$ cat config.mk
export PLATFORM = sky130hd
export DESIGN_NAME = parity_serial_tx_flat
export DESIGN_NICKNAME = d
export VERILOG_FILES = /design/src/rtl/parity_serial_tx_if.sv /design/src/rtl/parity_serial_tx.sv /design/src/flat_wrapper.sv
export SDC_FILE = /design/constraint.sdc
export NUM_CORES = 1
export LEC_CHECK = 0
export BUFFER_PORTS_ARGS = -buffer_cell sky130_fd_sc_hd__buf_2
export CAP_MARGIN = 40
export CELL_PAD_IN_SITES_DETAIL_PLACEMENT = 0
export CELL_PAD_IN_SITES_GLOBAL_PLACEMENT = 1
export CORE_MARGIN = 3
export CORE_UTILIZATION = 46
export DETAILED_ROUTE_END_ITERATION = 10
export PLACE_DENSITY_LB_ADDON = 0.1
export RECOVER_POWER = 25
export SLEW_MARGIN = 20
export SYNTH_ARGS = -nofsm -noshare
export SYNTH_HDL_FRONTEND = slang
export SYNTH_SLANG_ARGS = --single-unit
$ cat constraint.sdc
create_clock -name clk -period 2.7 [get_ports clk]
set_input_delay 0.405 -clock clk [delete_from_list [all_inputs] [get_ports clk]]
set_output_delay 0.405 -clock clk [all_outputs]
set_load 0.01 [all_outputs]
$ cat src/rtl/parity_serial_tx_if.sv
// Handshake and line bundle for parity_serial_tx.
// master: the block that feeds bytes (parity stage side).
// slave : the transmitter itself.
interface parity_serial_tx_if #(
    parameter int DATA_W = 8
);
    logic              load;
    logic [DATA_W-1:0] data_in;
    logic              par_in;
    logic              ready;
    logic              busy;
    logic              ser_out;
    logic              done;

    modport master (
        output load,
        output data_in,
        output par_in,
        input  ready,
        input  busy,
        input  ser_out,
        input  done
    );

    modport slave (
        input  load,
        input  data_in,
        input  par_in,
        output ready,
        output busy,
        output ser_out,
        output done
    );
endinterface

$ cat src/rtl/parity_serial_tx.sv
// Framed serial transmitter: start(0), data LSB-first, parity, stop(1).
// The parity bit comes from the upstream parity stage and is sent verbatim.
// Build option: define PARITY_TX_TWO_STOP_EN to hold the stop bit for two bit
// times instead of one.
//
// state  | meaning
// -------+------------------------------------------------------------
// IDLE   | line high, ready for load
// START  | start bit (0) on the line
// DATA   | data bits, LSB first, one per bit time
// PARITY | captured parity bit on the line
// STOP   | stop bit (1); leaving it raises done for one cycle
module parity_serial_tx #(
    parameter int DATA_W    = 8,
    parameter int BIT_TICKS = 4
) (
    input  logic               clk,
    input  logic               rst,
    parity_serial_tx_if.slave  bus
);

`ifdef PARITY_TX_TWO_STOP_EN
    localparam int STOP_TICKS = 2 * BIT_TICKS;
`else
    localparam int STOP_TICKS = BIT_TICKS;
`endif
    localparam int TICK_W = $clog2(STOP_TICKS + 1);
    localparam int BIT_W  = (DATA_W > 1) ? $clog2(DATA_W) : 1;

    typedef enum logic [2:0] {
        IDLE   = 3'd0,
        START  = 3'd1,
        DATA   = 3'd2,
        PARITY = 3'd3,
        STOP   = 3'd4
    } state_t;

    state_t            state_q, state_d;
    logic [TICK_W-1:0] tick_q, tick_d;
    logic [BIT_W-1:0]  bit_q, bit_d;
    logic [DATA_W-1:0] shift_q, shift_d;
    logic [DATA_W-1:0] shift_nxt;
    logic              par_q, par_d;
    logic              ser_q, ser_d;
    logic              done_q, done_d;
    logic              bit_end;
    logic              stop_end;

    assign bit_end   = (tick_q == TICK_W'(BIT_TICKS - 1));
    assign stop_end  = (tick_q == TICK_W'(STOP_TICKS - 1));
    assign shift_nxt = shift_q >> 1;

    // Register all state; reset returns the line to idle and drops any frame.
    always_ff @(posedge clk) begin
        if (rst) begin
            state_q <= IDLE;
            tick_q  <= '0;
            bit_q   <= '0;
            shift_q <= '0;
            par_q   <= 1'b0;
            ser_q   <= 1'b1;
            done_q  <= 1'b0;
        end else begin
            state_q <= state_d;
            tick_q  <= tick_d;
            bit_q   <= bit_d;
            shift_q <= shift_d;
            par_q   <= par_d;
            ser_q   <= ser_d;
            done_q  <= done_d;
        end
    end

    // Next-state logic; ser_d is the value the line will show during the
    // next bit, so the registered output changes exactly on bit boundaries.
    always_comb begin
        state_d = state_q;
        tick_d  = tick_q;
        bit_d   = bit_q;
        shift_d = shift_q;
        par_d   = par_q;
        ser_d   = ser_q;
        done_d  = 1'b0;

        case (state_q)
            IDLE: begin
                ser_d = 1'b1;
                if (bus.load) begin
                    state_d = START;
                    tick_d  = '0;
                    bit_d   = '0;
                    shift_d = bus.data_in;
                    par_d   = bus.par_in;
                    ser_d   = 1'b0;
                end
            end
            START: begin
                if (bit_end) begin
                    state_d = DATA;
                    tick_d  = '0;
                    ser_d   = shift_q[0];
                end else begin
                    tick_d = tick_q + TICK_W'(1);
                end
            end
            DATA: begin
                if (bit_end) begin
                    tick_d = '0;
                    if (bit_q == BIT_W'(DATA_W - 1)) begin
                        state_d = PARITY;
                        ser_d   = par_q;
                    end else begin
                        bit_d   = bit_q + BIT_W'(1);
                        shift_d = shift_nxt;
                        ser_d   = shift_nxt[0];
                    end
                end else begin
                    tick_d = tick_q + TICK_W'(1);
                end
            end
            PARITY: begin
                if (bit_end) begin
                    state_d = STOP;
                    tick_d  = '0;
                    ser_d   = 1'b1;
                end else begin
                    tick_d = tick_q + TICK_W'(1);
                end
            end
            STOP: begin
                if (stop_end) begin
                    state_d = IDLE;
                    tick_d  = '0;
                    ser_d   = 1'b1;
                    done_d  = 1'b1;
                end else begin
                    tick_d = tick_q + TICK_W'(1);
                end
            end
            default: begin
                state_d = IDLE;
                tick_d  = '0;
                ser_d   = 1'b1;
            end
        endcase
    end

    assign bus.ready   = (state_q == IDLE);
    assign bus.busy    = (state_q != IDLE);
    assign bus.ser_out = ser_q;
    assign bus.done    = done_q;

endmodule

$ cat src/flat_wrapper.sv
// flat-port wrapper written by rule: the top's interface ports become plain ports
module parity_serial_tx_flat 
#(
    parameter int DATA_W    = 8,
    parameter int BIT_TICKS = 4
)
  (clk, rst, bus_load, bus_data_in, bus_par_in, bus_ready, bus_busy, bus_ser_out, bus_done);
  parity_serial_tx_if #(.DATA_W(DATA_W)) bus_i ();
  input  logic clk;
  input  logic rst;
  input wire logic [$bits(bus_i.load)-1:0] bus_load;
  input wire logic [$bits(bus_i.data_in)-1:0] bus_data_in;
  input wire logic [$bits(bus_i.par_in)-1:0] bus_par_in;
  output wire logic [$bits(bus_i.ready)-1:0] bus_ready;
  output wire logic [$bits(bus_i.busy)-1:0] bus_busy;
  output wire logic [$bits(bus_i.ser_out)-1:0] bus_ser_out;
  output wire logic [$bits(bus_i.done)-1:0] bus_done;
  assign bus_i.load = bus_load;
  assign bus_i.data_in = bus_data_in;
  assign bus_i.par_in = bus_par_in;
  assign bus_ready = bus_i.ready;
  assign bus_busy = bus_i.busy;
  assign bus_ser_out = bus_i.ser_out;
  assign bus_done = bus_i.done;
  parity_serial_tx #(.DATA_W(DATA_W), .BIT_TICKS(BIT_TICKS)) u_core (.clk(clk), .rst(rst), .bus(bus_i));
endmodule
* Yosys cells after proc, flatten, opt, wreduce, memory -nomap -nowiden
Index checks and enable logic that the tools add are counted.
Storage, ports and cells: register bits 20, output and inout bits 4, input bits 12, word-level logic and storage cells 58
Cells by class: bitwise gates (word level) 1, $add $sub $neg 2, reductions and logical operators 10, eq/ne operators 14, muxes and demuxes 24
Operators by type and width (number):
- two-way mux 3 bit | 10
- two-way mux 8 bit | 3
- one-hot mux 8 bit (2 select lines) | 1
- one-hot mux 3 bit (5 select lines) | 1
- inequality test 2 x 1 -> 1 bit (second input constant) | 6
- one-hot mux 3 bit (2 select lines) | 2
- == test 3 x 2 -> 1 bit (second input constant) | 3
- adder 3 x 1 -> 3 bit (second input constant) | 2
- == test 3 bit (second input constant) | 2
- two-way mux 1 bit | 6
- AND reduction 6 bit | 1
- inequality test 2 bit (second input constant) | 2
- one-hot mux 1 bit (4 select lines) | 1
- AND reduction 4 bit | 1
- OR reduction 2 bit | 2
- OR reduction 4 bit | 1
- == test 3 x 1 -> 1 bit (second input constant) | 1
- logical NOT 3 bit | 1
- AND reduction 3 bit | 1
- nonzero test 3 bit | 1
- AND reduction 2 bit | 1
- nonzero test 2 bit | 1
- NOT 1 bit | 1

* Depth between registers and ports, before layout
Gate-level depths: netlist (run 1).
depth after elaboration 4, gate-level depth with buffers 8, depth with buffers taken out 6

* Worst setup path before layout (run 1)
OpenSTA, ideal clock, no wires.
path kind reg-to-reg, start point register u_core.bit_q[0], end point register u_core.shift_q[2], clock period less this slack 1.468 ns, path buffers 2, library setup time 0.133 ns, data arrival time 1.335 ns, cell stages (with the launch flop) 9, required time 2.567 ns, path slack 1.232 ns, cells stage by stage dfxtp_1 -> ha_1 -> ha_1 -> nand2_1 -> a31o_1 -> buf_6 -> buf_12 -> nor2_2 -> a211oi_2
On the way: longest elaborated chain between the ends 3
Ends and longest elaborated chain:
- from (decl) | RTL line parity_serial_tx.sv:40 | logic [BIT_W-1:0] bit_q, bit_d;
- from (signal assigned) | RTL line parity_serial_tx.sv:66 | bit_q <= bit_d;
- == test 3 bit | RTL line parity_serial_tx.sv:109 | if (bit_q == BIT_W'(DATA_W - 1)) begin
- inequality test 2 bit (no source line)
- AND reduction 4 bit (no source line)
- to (signal assigned) | RTL line parity_serial_tx.sv:67 | shift_q <= shift_d;
- to (decl) | RTL line parity_serial_tx.sv:41 | logic [DATA_W-1:0] shift_q, shift_d;
Every way passes these cells. A chain may end at the register's enable or synchronous reset.

* Worst setup path after layout (run 1)
start point register u_core.state_q[2], end point output port bus_ready
On the way: longest elaborated chain between the ends 1
Ends and longest elaborated chain:
- from (decl) | RTL line parity_serial_tx.sv:38 | state_t state_q, state_d;
- from (signal assigned) | RTL line parity_serial_tx.sv:64 | state_q <= state_d;
- logical NOT 3 bit | RTL line parity_serial_tx.sv:148 | assign bus.ready = (state_q == IDLE);
- to (decl) | RTL line flat_wrapper.sv:14 | output wire logic [$bits(bus_i.ready)-1:0] bus_ready;
Every way passes these cells.

==> results of run 1 <==
[per-layer routing]
| layer | GRT usage | vias to the layer above | share of wire |
|---|---|---|---|
| li1 | - | 449 | - |
| met1 | 0.1910 | 381 | 0.51 |
| met2 | 0.2087 | 14 | 0.44 |
| met3 | 0.05104 | 2 | 0.040 |
| met4 | 0.03051 | 0 | 0.0069 |
| met5 | 0 | - | 0 |
[cells in the final DEF (no fill, tap or decap), types with 6 or more instances in the layout]
cell	count
nand2_1	6
a211oi_2	7
buf_2	13
nor2_1	12
dfxtp_1	20
nand3_1	8
mux2i_1	12
a21oi_1	8
[where the power goes]
part,switching (W),internal (W)
Sequential,0.0000199,0.000316
Clock,0.0000911,0.0000823
Combinational,0.0000634,0.0000508
[flip-flops by register name, indices dropped and copies added, names as in the netlist]
name,flops
u_core.state_q,3
u_core.shift_q,8
u_core.bus.ser_out,1
u_core.par_q,1
u_core.tick_q,3
u_core.bus.done,1
u_core.bit_q,3
[through the flow]
stage / power (W) / setup WS (ns) / instances
floorplan: 0.0004439 / 1.232 / 119
global route: 0.0006607 / 0.5744 / 157
CTS: 0.0006342 / 0.7081 / 157
global placement: 0.0004581 / 0.7784 / 153
finish: 0.0006231 / 0.7487 / 157
detailed placement: 0.0004596 / 0.7503 / 153
[layout make-up]
cell class | instances | area (um^2) | share of cell area
Clock buffer | 4 | 36.28 | 0.03027
Inverter | 4 | 15.01 | 0.01253
Sequential cell | 20 | 400.4 | 0.3340
Timing Repair Buffer | 15 | 72.57 | 0.06054
Multi-Input combinational cell | 86 | 639.4 | 0.5334
Tap cell | 28 | 35.03 | 0.02923
[how the worst max path moves through the flow]
stage / start / endpoint / cells past startpoint
after CTS: u_core.state_q[0]$_SDFFE_PP0P_ / bus_ready / 3
after detailed placement: u_core.state_q[0]$_SDFFE_PP0P_ / u_core.shift_q[7]$_SDFFE_PP0P_ / 4
final: u_core.state_q[2]$_SDFFE_PP0P_ / bus_ready / 3
after floorplan: u_core.bit_q[0]$_SDFFE_PP0P_ / u_core.shift_q[2]$_SDFFE_PP0P_ / 8
after global routing: u_core.state_q[2]$_SDFFE_PP0P_ / u_core.shift_q[7]$_SDFFE_PP0P_ / 4
after global placement: u_core.state_q[0]$_SDFFE_PP0P_ / u_core.shift_q[7]$_SDFFE_PP0P_ / 4
[tightest hold or removal path, delay by kind of cell]
| kind | cells | cell delay [ns] |
|---|---|---|
| buf+inv | 1 | 0.10 |
| simple gates | 1 | 0.05 |
| compound gates | 1 | 0.05 |
[kinds of logic after synthesis]
kind of cell,share of synthesized area
AND/OR/NAND/NOR,0.2478
XOR/XNOR,0.007610
AO/OA/AOI/OAI,0.1696
buffers and inverters,0.09021
flip-flops,0.3478
multiplexers,0.1044
adder cells (fa/ha/maj),0.03261
==> results.sh, run 1 <==
export IMPL_cts_tree="built"
export IMPL_clock_sinks=20
export IMPL_grt_remaining_overflow=0
export IMPL_synthesis_area_um2=1151
export IMPL_crit_path_top_delay_cell="dfxtp_1"
export IMPL_hold_depth=3
export IMPL_min_path_type="in2reg"
export IMPL_rrSetupSlack_ns=0.75
export IMPL_synth_edf_count=0
export IMPL_max_slew_margin=0.5227
export IMPL_worstPathMaxFanout=17
export IMPL_finalInstanceArea_um2=1199
export IMPL_drtAntennaViolNets=0
export IMPL_grt_max_degree=22
export IMPL_cp_end_kind="output port"
export IMPL_die_x_um=56.03
export IMPL_ctsHoldBuffers=0
export IMPL_skew_ns=0.006311
export IMPL_worst_ir_drop_vdd_v=0.0003355
export IMPL_fillers=228
export IMPL_synth_top_cell_area_share=0.3478
export IMPL_drc=0
export IMPL_hpwl_mm=1.449
export IMPL_diodes=0
export IMPL_hold_violations=0
export IMPL_max_freq_mhz=512.5
export IMPL_period_needed_ns=1.951
export IMPL_synth_most_common_cell="dfxtp_1"
export IMPL_yosys_area_top_type="dfxtp_1"
export IMPL_required_ns=2.30
export IMPL_post_cts_resized=0
export IMPL_synth_seq_area_share=0.3478
export IMPL_finalMaxSlewViolations=0
export IMPL_start_util=0.5011
export IMPL_synth_area_leaders="dfxtp_1, mux2i_1, a211oi_2, buf_6, nor2_1"
export IMPL_power_density_nw_per_um2=519.8
export IMPL_cap_violations=0
export IMPL_finalCritPeriodShare=0.7227
export IMPL_die_area_um2=3139
export IMPL_std_cell_rows=17
export IMPL_drive_gt1_frac=0.2326
export IMPL_grt_pass1_wl_mm=3.539
export IMPL_clock_path_buffers=2
export IMPL_core_area_um2=2297
export IMPL_ys_ff_latch=20
export IMPL_synth_flop_cell="dfxtp_1"
export IMPL_hold_start="bus_par_in"
export IMPL_post_route_util=0.5218
export IMPL_grt_pass1_vias=815
export IMPL_reg2reg_depth=4
export IMPL_routedWlPerCell_um=12.96
export IMPL_syn_nets=134
export IMPL_clkLatencyLatePin_ns=0.30
export IMPL_worstPathArrival_ns=1.55
export IMPL_cts_root_buffer="clkbuf_4"
export IMPL_drt_wl_total_mm=2.035
export IMPL_critPathKind="reg2out"
export IMPL_slowest_delay_ns=0.54
export IMPL_cts_buffers=3
export IMPL_yosys_top_cells_count="dfxtp_1, mux2i_1, nor2_1, a21oi_1, nand3_1"
export IMPL_status="finished, final reports clean"
export IMPL_reg2reg_from="u_core.state_q[0]$_SDFFE_PP0P_"
export IMPL_ioPinCount=16
export IMPL_place_congestion=0.7478
export IMPL_fp_dieH_um=56.03
export IMPL_drtIter0Drc=12
export IMPL_fin_hold_ws_ns=0.3459
export IMPL_grtUsageTotal=0.1395
export IMPL_htreeDepth=1
export IMPL_synthToLayoutAreaGrowth_pct=4.130
export IMPL_syn_inst=119
export IMPL_crit_buf_inv=2
export IMPL_syn_area_per_cell_um2=9.673
export IMPL_fin_nets=145
export IMPL_setup_viol=0
export IMPL_setup_tns_ns=0
export IMPL_post_cts_buffers=0
export IMPL_p_leak_nw=0.4421
export IMPL_vias=846
export IMPL_dr_pass1_iters=4
export IMPL_tightest_slew_ns=0.7160
export IMPL_antenna_found_initial=0
export IMPL_path_cells="or3_1, inv_1, buf_2"
export IMPL_r2r_end="u_core.shift_q[7]$_SDFFE_PP0P_"
export IMPL_vias_per_cell=5.389
export IMPL_critPathTopFamily="flip-flops"
export IMPL_crit_path_start_kind="register"
export IMPL_numPortBuffers=15
export IMPL_async_reset_ff_frac=0
export IMPL_grt_setup_unrepaired="no"
export IMPL_synth_cell_types=36
export IMPL_clkTransAtPathRegs_ns=0.11
export IMPL_post_dp_cell_area_um2=1172
export IMPL_min_to="u_core.par_q$_SDFFE_PP0P_"
export IMPL_yosys_warnings=0
Power figures use the tool's default switching activity.
==> inputs of run 2 (changes only) <==
- ABC_AREA: not set -> 1
- CORE_UTILIZATION: 46 -> 41
- clock period: 2.7 -> 1.94 ns (I/O delays scaled with it)
==> run 2 against run 1 <==
Effect of this change: clock-buffer cell count decreased by 1; synthesized cell count grew 39%; die area up 16%; sequential power rose by 110%; synthesized area increased by 5.3%; clock skew is 0.0076 ns higher; worst hold slack worse by 0.13 ns.
==> results.sh, run 2 <==
export IMPL_final_common_cell="nand2_1"
export IMPL_drive_gt1_frac=0.2278
export IMPL_numPortBuffers=15
export IMPL_status="finished, final reports clean"
export IMPL_drtAntennaViolNets=0
export IMPL_dr_pass1_iters=4
export IMPL_grt_setup_unrepaired="no"
export IMPL_clock_path_buffers=2
export IMPL_wl_met3_um=70
export IMPL_die_x_um=60.38
export IMPL_synth_compound_area_frac=0.08050
export IMPL_regArea_um2=400.4
export IMPL_post_cts_resized=0
export IMPL_synth_cell_types=26
export IMPL_synth_area_mux_share=0
export IMPL_fin_nets=197
export IMPL_yosys_warnings=0
export IMPL_htreeDepth=1
export IMPL_period_needed_ns=1.674
export IMPL_syn_nets=180
export IMPL_multi_input_area_um2=661.9
export IMPL_min_path_type="in2reg"
export IMPL_r2r_end="u_core.shift_q[0]$_SDFFE_PP0P_"
export IMPL_p_leak_nw=0.6392
export IMPL_synth_xor_area_share=0
export IMPL_skew_ns=0.01395
export IMPL_hold_violations=0
export IMPL_vias_per_cell=4.848
export IMPL_cts_buffers=3
export IMPL_wl_met2_um=980
export IMPL_worst_ir_drop_vdd_v=0.001120
export IMPL_max_slew_margin=0.6426
export IMPL_start_util=0.4359
export IMPL_synth_top_family_by_area="simple AND/OR/NAND/NOR gates"
export IMPL_fillers=292
export IMPL_cp_end_kind="output port"
export IMPL_worstPathArrival_ns=1.38
export IMPL_synth_area_leaders="dfxtp_1, nand2_1, inv_1, nor2_1, nor2_2"
export IMPL_clkLatencyLatePin_ns=0.31
export IMPL_endpoint="bus_ready"
export IMPL_syn_inst=165
export IMPL_place_congestion=0.7309
export IMPL_required_ns=1.65
export IMPL_synth_top_cell_area_share=0.3302
export IMPL_routed_top_layer="met4"
export IMPL_tightest_slew_ns=0.5355
export IMPL_synthToLayoutAreaGrowth_pct=7.327
export IMPL_rrSetupSlack_ns=0.38
export IMPL_grtUsageTotal=0.1434
export IMPL_grt_remaining_overflow=0
export IMPL_vias=1023
export IMPL_grt_pass1_vias=926
export IMPL_syn_area_per_cell_um2=7.348
export IMPL_fp_dieH_um=60.38
export IMPL_clkTransAtPathRegs_ns=0.11
export IMPL_ctsHoldBuffers=0
export IMPL_crit_path_start_kind="register"
export IMPL_regMostFlops="u_core.shift_q"
export IMPL_reg2reg_depth=8
export IMPL_diodes=0
export IMPL_reg2reg_from="u_core.bit_q[0]$_SDFFE_PP0P_"
export IMPL_post_cts_buffers=0
export IMPL_grt_pass1_wl_mm=3.967
export IMPL_routedWlPerCell_um=10.56
export IMPL_synthesis_area_um2=1212
export IMPL_max_freq_mhz=597.3
export IMPL_power_w=0.002480
export IMPL_cts_tree="built"
export IMPL_synth_edf_count=0
export IMPL_drtIter0Drc=29
export IMPL_yosys_area_share_simple=0.4345
export IMPL_synth_seq_area_share=0.3302
export IMPL_final_cell_mix="nand2_1, inv_1, nor2_1"
export IMPL_cap_violations=0
export IMPL_wirelength_met1_mm=1.158
export IMPL_async_reset_ff_frac=0
export IMPL_ioPinCount=16
export IMPL_finalMaxSlewViolations=0
export IMPL_yosys_area_share_adder=0.03096
export IMPL_finalCritPeriodShare=0.8630
export IMPL_worstPathMaxFanout=9
export IMPL_setup_viol=0
export IMPL_cts_root_buffer="clkbuf_4"
export IMPL_power_density_nw_per_um2=1906
export IMPL_std_cell_rows=19
export IMPL_hpwl_mm=1.661
export IMPL_yosys_top_cells_count="nand2_1, inv_1, nor2_1, dfxtp_1, nand3_1"
export IMPL_ys_ff_latch=20
export IMPL_drt_wl_total_mm=2.228
export IMPL_grt_max_degree=17
export IMPL_yosys_area_top_type="dfxtp_1"
export IMPL_synth_most_common_cell="nand2_1"
export IMPL_drc=0
export IMPL_post_route_util=0.4678
export IMPL_die_area_um2=3646
export IMPL_setup_tns_ns=0
export IMPL_critPathKind="reg2out"
export IMPL_largest_reg_flops=8
export IMPL_fin_hold_ws_ns=0.2192
export IMPL_synth_flop_cell="dfxtp_1"
export IMPL_clock_sinks=20
export IMPL_core_area_um2=2781
export IMPL_worstSetupStartpoint="u_core.state_q[0]$_SDFFE_PP0P_"
export IMPL_antenna_found_initial=0
## run 2: critical path, stage by stage, from the launching register on
cell,delay (ns)
dfxtp_1,0.42
nor2_8,0.27
nand2_2,0.14
inv_1,0.12
buf_2,0.14
## run 2: kinds of logic after synthesis
| logic type | Yosys count |
|---|---|
| compound gates | 17 |
| simple gates | 97 |
| fa+ha+maj | 3 |
| buf+inv | 28 |
| flops | 20 |
## run 2: how the worst min path moves through the flow
stage	from	end	cells after the start
after floorplan	rst	u_core.par_q$_SDFFE_PP0P_	1
after global placement	u_core.tick_q[2]$_SDFFE_PP0N_	u_core.tick_q[2]$_SDFFE_PP0N_	2
after detailed placement	u_core.tick_q[2]$_SDFFE_PP0N_	u_core.tick_q[2]$_SDFFE_PP0N_	2
after CTS	rst	u_core.par_q$_SDFFE_PP0P_	2
after global routing	rst	u_core.par_q$_SDFFE_PP0P_	2
final	rst	u_core.par_q$_SDFFE_PP0P_	2
## run 2: metrics by stage
stage	std cells	area, um^2	setup WS (ns)
CTS	211	1304	0.2451
finish	211	1301	0.2658
detailed placement	208	1281	0.4072
global placement	208	1281	0.4525
global route	211	1301	0.1494
floorplan	165	1212	0.5344
## run 2: where the power goes
group	switching [W]	total [W]	leakage [nW]	internal, W
Sequential	0.000111	0.000691	0.165	0.000580
Clock	0.000135	0.000207	0.0138	0.0000724
Combinational	0.00101	0.00158	0.460	0.000568
Total	0.00126	0.00248	0.639	0.00122
## run 2: cell type report
| type | count | share of cell area |
|---|---|---|
| inverter | 24 | 0.07500 |
| clock buffer | 3 | 0.01731 |
| timing repair buffer | 16 | 0.06154 |
| multi-input combinational | 117 | 0.5087 |
| sequential | 20 | 0.3077 |
| tap | 31 | 0.02981 |
## run 2: metal layers
metal | vias up | GRT usage
met3 | 2 | 0.02553
met4 | 0 | 0.06646
li1 | 552 | -
met2 | 12 | 0.2269
met5 | - | 0
met1 | 457 | 0.1892
==> inputs of run 3 (changes only) <==
- ABC_AREA: 1 -> not set
- CORE_MARGIN: 3 -> not set
- CORE_UTILIZATION: 41 -> 43
- HOLD_SLACK_MARGIN: not set -> 0.15
==> run 3 against run 2 <==
Effect of this change: first-iteration DRC count shrank 59%; sequential cell count is the same; routed wire length shrank 7.2%; largest cell class unchanged; utilization grew 2.8 points; critical endpoint unchanged; clock-buffer cell count grew 1; largest power group is now sequential cells.
==> results.sh, run 3 (synthesis gave the netlist of run 1 again) <==
export IMPL_power_density_nw_per_um2=712.5
export IMPL_post_cts_buffers=0
export IMPL_clkTransAtPathRegs_ns=0.11
export IMPL_drtIter0Drc=12
export IMPL_ctsHoldBuffers=0
export IMPL_max_slew_margin=0.5874
export IMPL_final_cell_mix="dfxtp_1, buf_2, mux2i_1"
export IMPL_grt_pass1_wl_mm=3.429
export IMPL_grt_max_degree=22
export IMPL_std_cell_rows=18
export IMPL_finalMaxSlewViolations=0
export IMPL_worst_ir_drop_vdd_v=0.0004211
export IMPL_multi_input_area_um2=646.9
export IMPL_place_congestion=0.7455
export IMPL_crit_buf_inv=2
export IMPL_cts_buffers=3
export IMPL_antenna_found_initial=0
export IMPL_cap_violations=0
export IMPL_crit_cells=3
export IMPL_drive_gt1_frac=0.2500
export IMPL_cp_end_kind="output port"
export IMPL_slowest_delay_ns=0.52
export IMPL_routedWlPerCell_um=12.77
export IMPL_finalCritPeriodShare=0.9567
export IMPL_reg2reg_depth=5
export IMPL_skew_ns=0.004092
export IMPL_status="finished, final reports clean"
export IMPL_path_cells="or3_1, inv_1, buf_2"
export IMPL_period_needed_ns=1.856
export IMPL_setup_tns_ns=0
export IMPL_die_area_um2=2888
export IMPL_diodes=0
export IMPL_cts_tree="built"
export IMPL_placedCellCount=158
export IMPL_core_area_um2=2500
export IMPL_clock_sinks=20
export IMPL_p_leak_nw=0.4604
export IMPL_regArea_um2=400.4
export IMPL_max_freq_mhz=538.8
export IMPL_regMostFlops="u_core.shift_q"
export IMPL_required_ns=1.65
export IMPL_drc=0
export IMPL_hold_violations=0
export IMPL_grt_pass1_vias=761
export IMPL_drtAntennaViolNets=0
export IMPL_largest_reg_flops=8
export IMPL_vias_per_cell=5.364
export IMPL_drt_wl_total_mm=2.068
export IMPL_final_cells=162
export IMPL_critPathTopFamily="flip-flops"
export IMPL_clock_path_buffers=2
export IMPL_cts_root_buffer="clkbuf_4"
export IMPL_numPortBuffers=15
export IMPL_hold_depth=3
export IMPL_post_cts_resized=0
export IMPL_ioPinCount=16
export IMPL_tightest_slew_ns=0.6180
export IMPL_vias=869
export IMPL_start_util=0.4605
export IMPL_setup_viol=0
export IMPL_fillers=240
export IMPL_htreeDepth=1
export IMPL_fin_nets=148
export IMPL_dr_pass1_iters=4
export IMPL_fp_dieH_um=53.74
export IMPL_synthToLayoutAreaGrowth_pct=7.717
export IMPL_worstPathArrival_ns=1.57
export IMPL_die_x_um=53.74
export IMPL_grt_remaining_overflow=0
export IMPL_critPathKind="reg2out"
export IMPL_grt_setup_unrepaired="no"
export IMPL_worstPathMaxFanout=13
export IMPL_final_common_cell="dfxtp_1"
export IMPL_hpwl_mm=1.501
export IMPL_min_path_type="in2reg"
export IMPL_crit_path_start_kind="register"
export IMPL_crit_path_top_delay_cell="dfxtp_1"
export IMPL_clkLatencyLatePin_ns=0.30
export IMPL_grtUsageTotal=0.1670
## run 3: cell types whose count changed in the layout (fill, tap and decap cells not counted), moves of 5 or more
cell and delta:
nor2_2 -9, mux2i_1 +12, nor2_1 -10, a211oi_2 +7, nand4_1 -5, o21ai_0 -6, inv_1 -19, nand2_1 -31
## run 3: where the power goes
part	switching, W	leakage [nW]	internal, W	total, W
registers	0.0000301	0.164	0.000439	0.000469
logic	0.0000896	0.276	0.0000819	0.000171
clock network	0.000128	0.0210	0.000114	0.000243
total	0.000248	0.460	0.000635	0.000883
## run 3: layer usage
layer,GRT usage,vias up,wire length [um],share of wire
met3,0.02542,2,53,0.026
li1,-,451,-,-
met2,0.2449,11,935,0.45
met4,0.07895,0,12,0.0058
met5,0,-,0,0
met1,0.2352,405,1067,0.52
## run 3: path summary, 6_finish.rpt
check	slack, ns	start	to
hold / removal	0.22	bus_par_in	u_core.par_q$_SDFFE_PP0P_
setup / recovery	0.08	u_core.state_q[0]$_SDFFE_PP0P_	bus_ready
setup reg to reg	0.32	u_core.state_q[0]$_SDFFE_PP0P_	u_core.shift_q[7]$_SDFFE_PP0P_
hold reg to reg	0.48	u_core.bus.ser_out$_SDFFE_PP1P_	u_core.bus.ser_out$_SDFFE_PP1P_
## run 3: worst register-to-register path: stages, from the launching register on
cell and delay [ns]:
dfxtp_1 0.52, nor4b_4 0.38, a31o_1 0.22, buf_12 0.16
mux2i_1 0.19, nor2_1 0.05
## run 3: layout make-up
cell class / instances / share of cell area
well taps: 30 / 0.03027
inverters: 4 / 0.01211
clock buffers: 4 / 0.02926
flip-flops and latches: 20 / 0.3229
multi-input cells: 86 / 0.5217
repair buffers: 18 / 0.08375
## run 3: through the flow
| step | power [W] | worst slack (ns) | util | hold WS (ns) | area, um^2 |
|---|---|---|---|---|---|
| final | 0.0008835 | 0.08393 | 0.4960 | 0.2202 | 1240 |
| after detailed placement | 0.0006514 | 0.3262 | 0.4840 | 0.4491 | 1210 |
| after floorplan | 0.0006178 | 0.4719 | - | 0.4270 | 1151 |
| after global routing | 0.0009313 | 0.0007511 | 0.4960 | 0.2105 | 1240 |
| after CTS | 0.0009025 | 0.06072 | 0.4985 | 0.2046 | 1246 |
| after global placement | 0.0006486 | 0.3338 | 0.4840 | 0.4432 | 1210 |
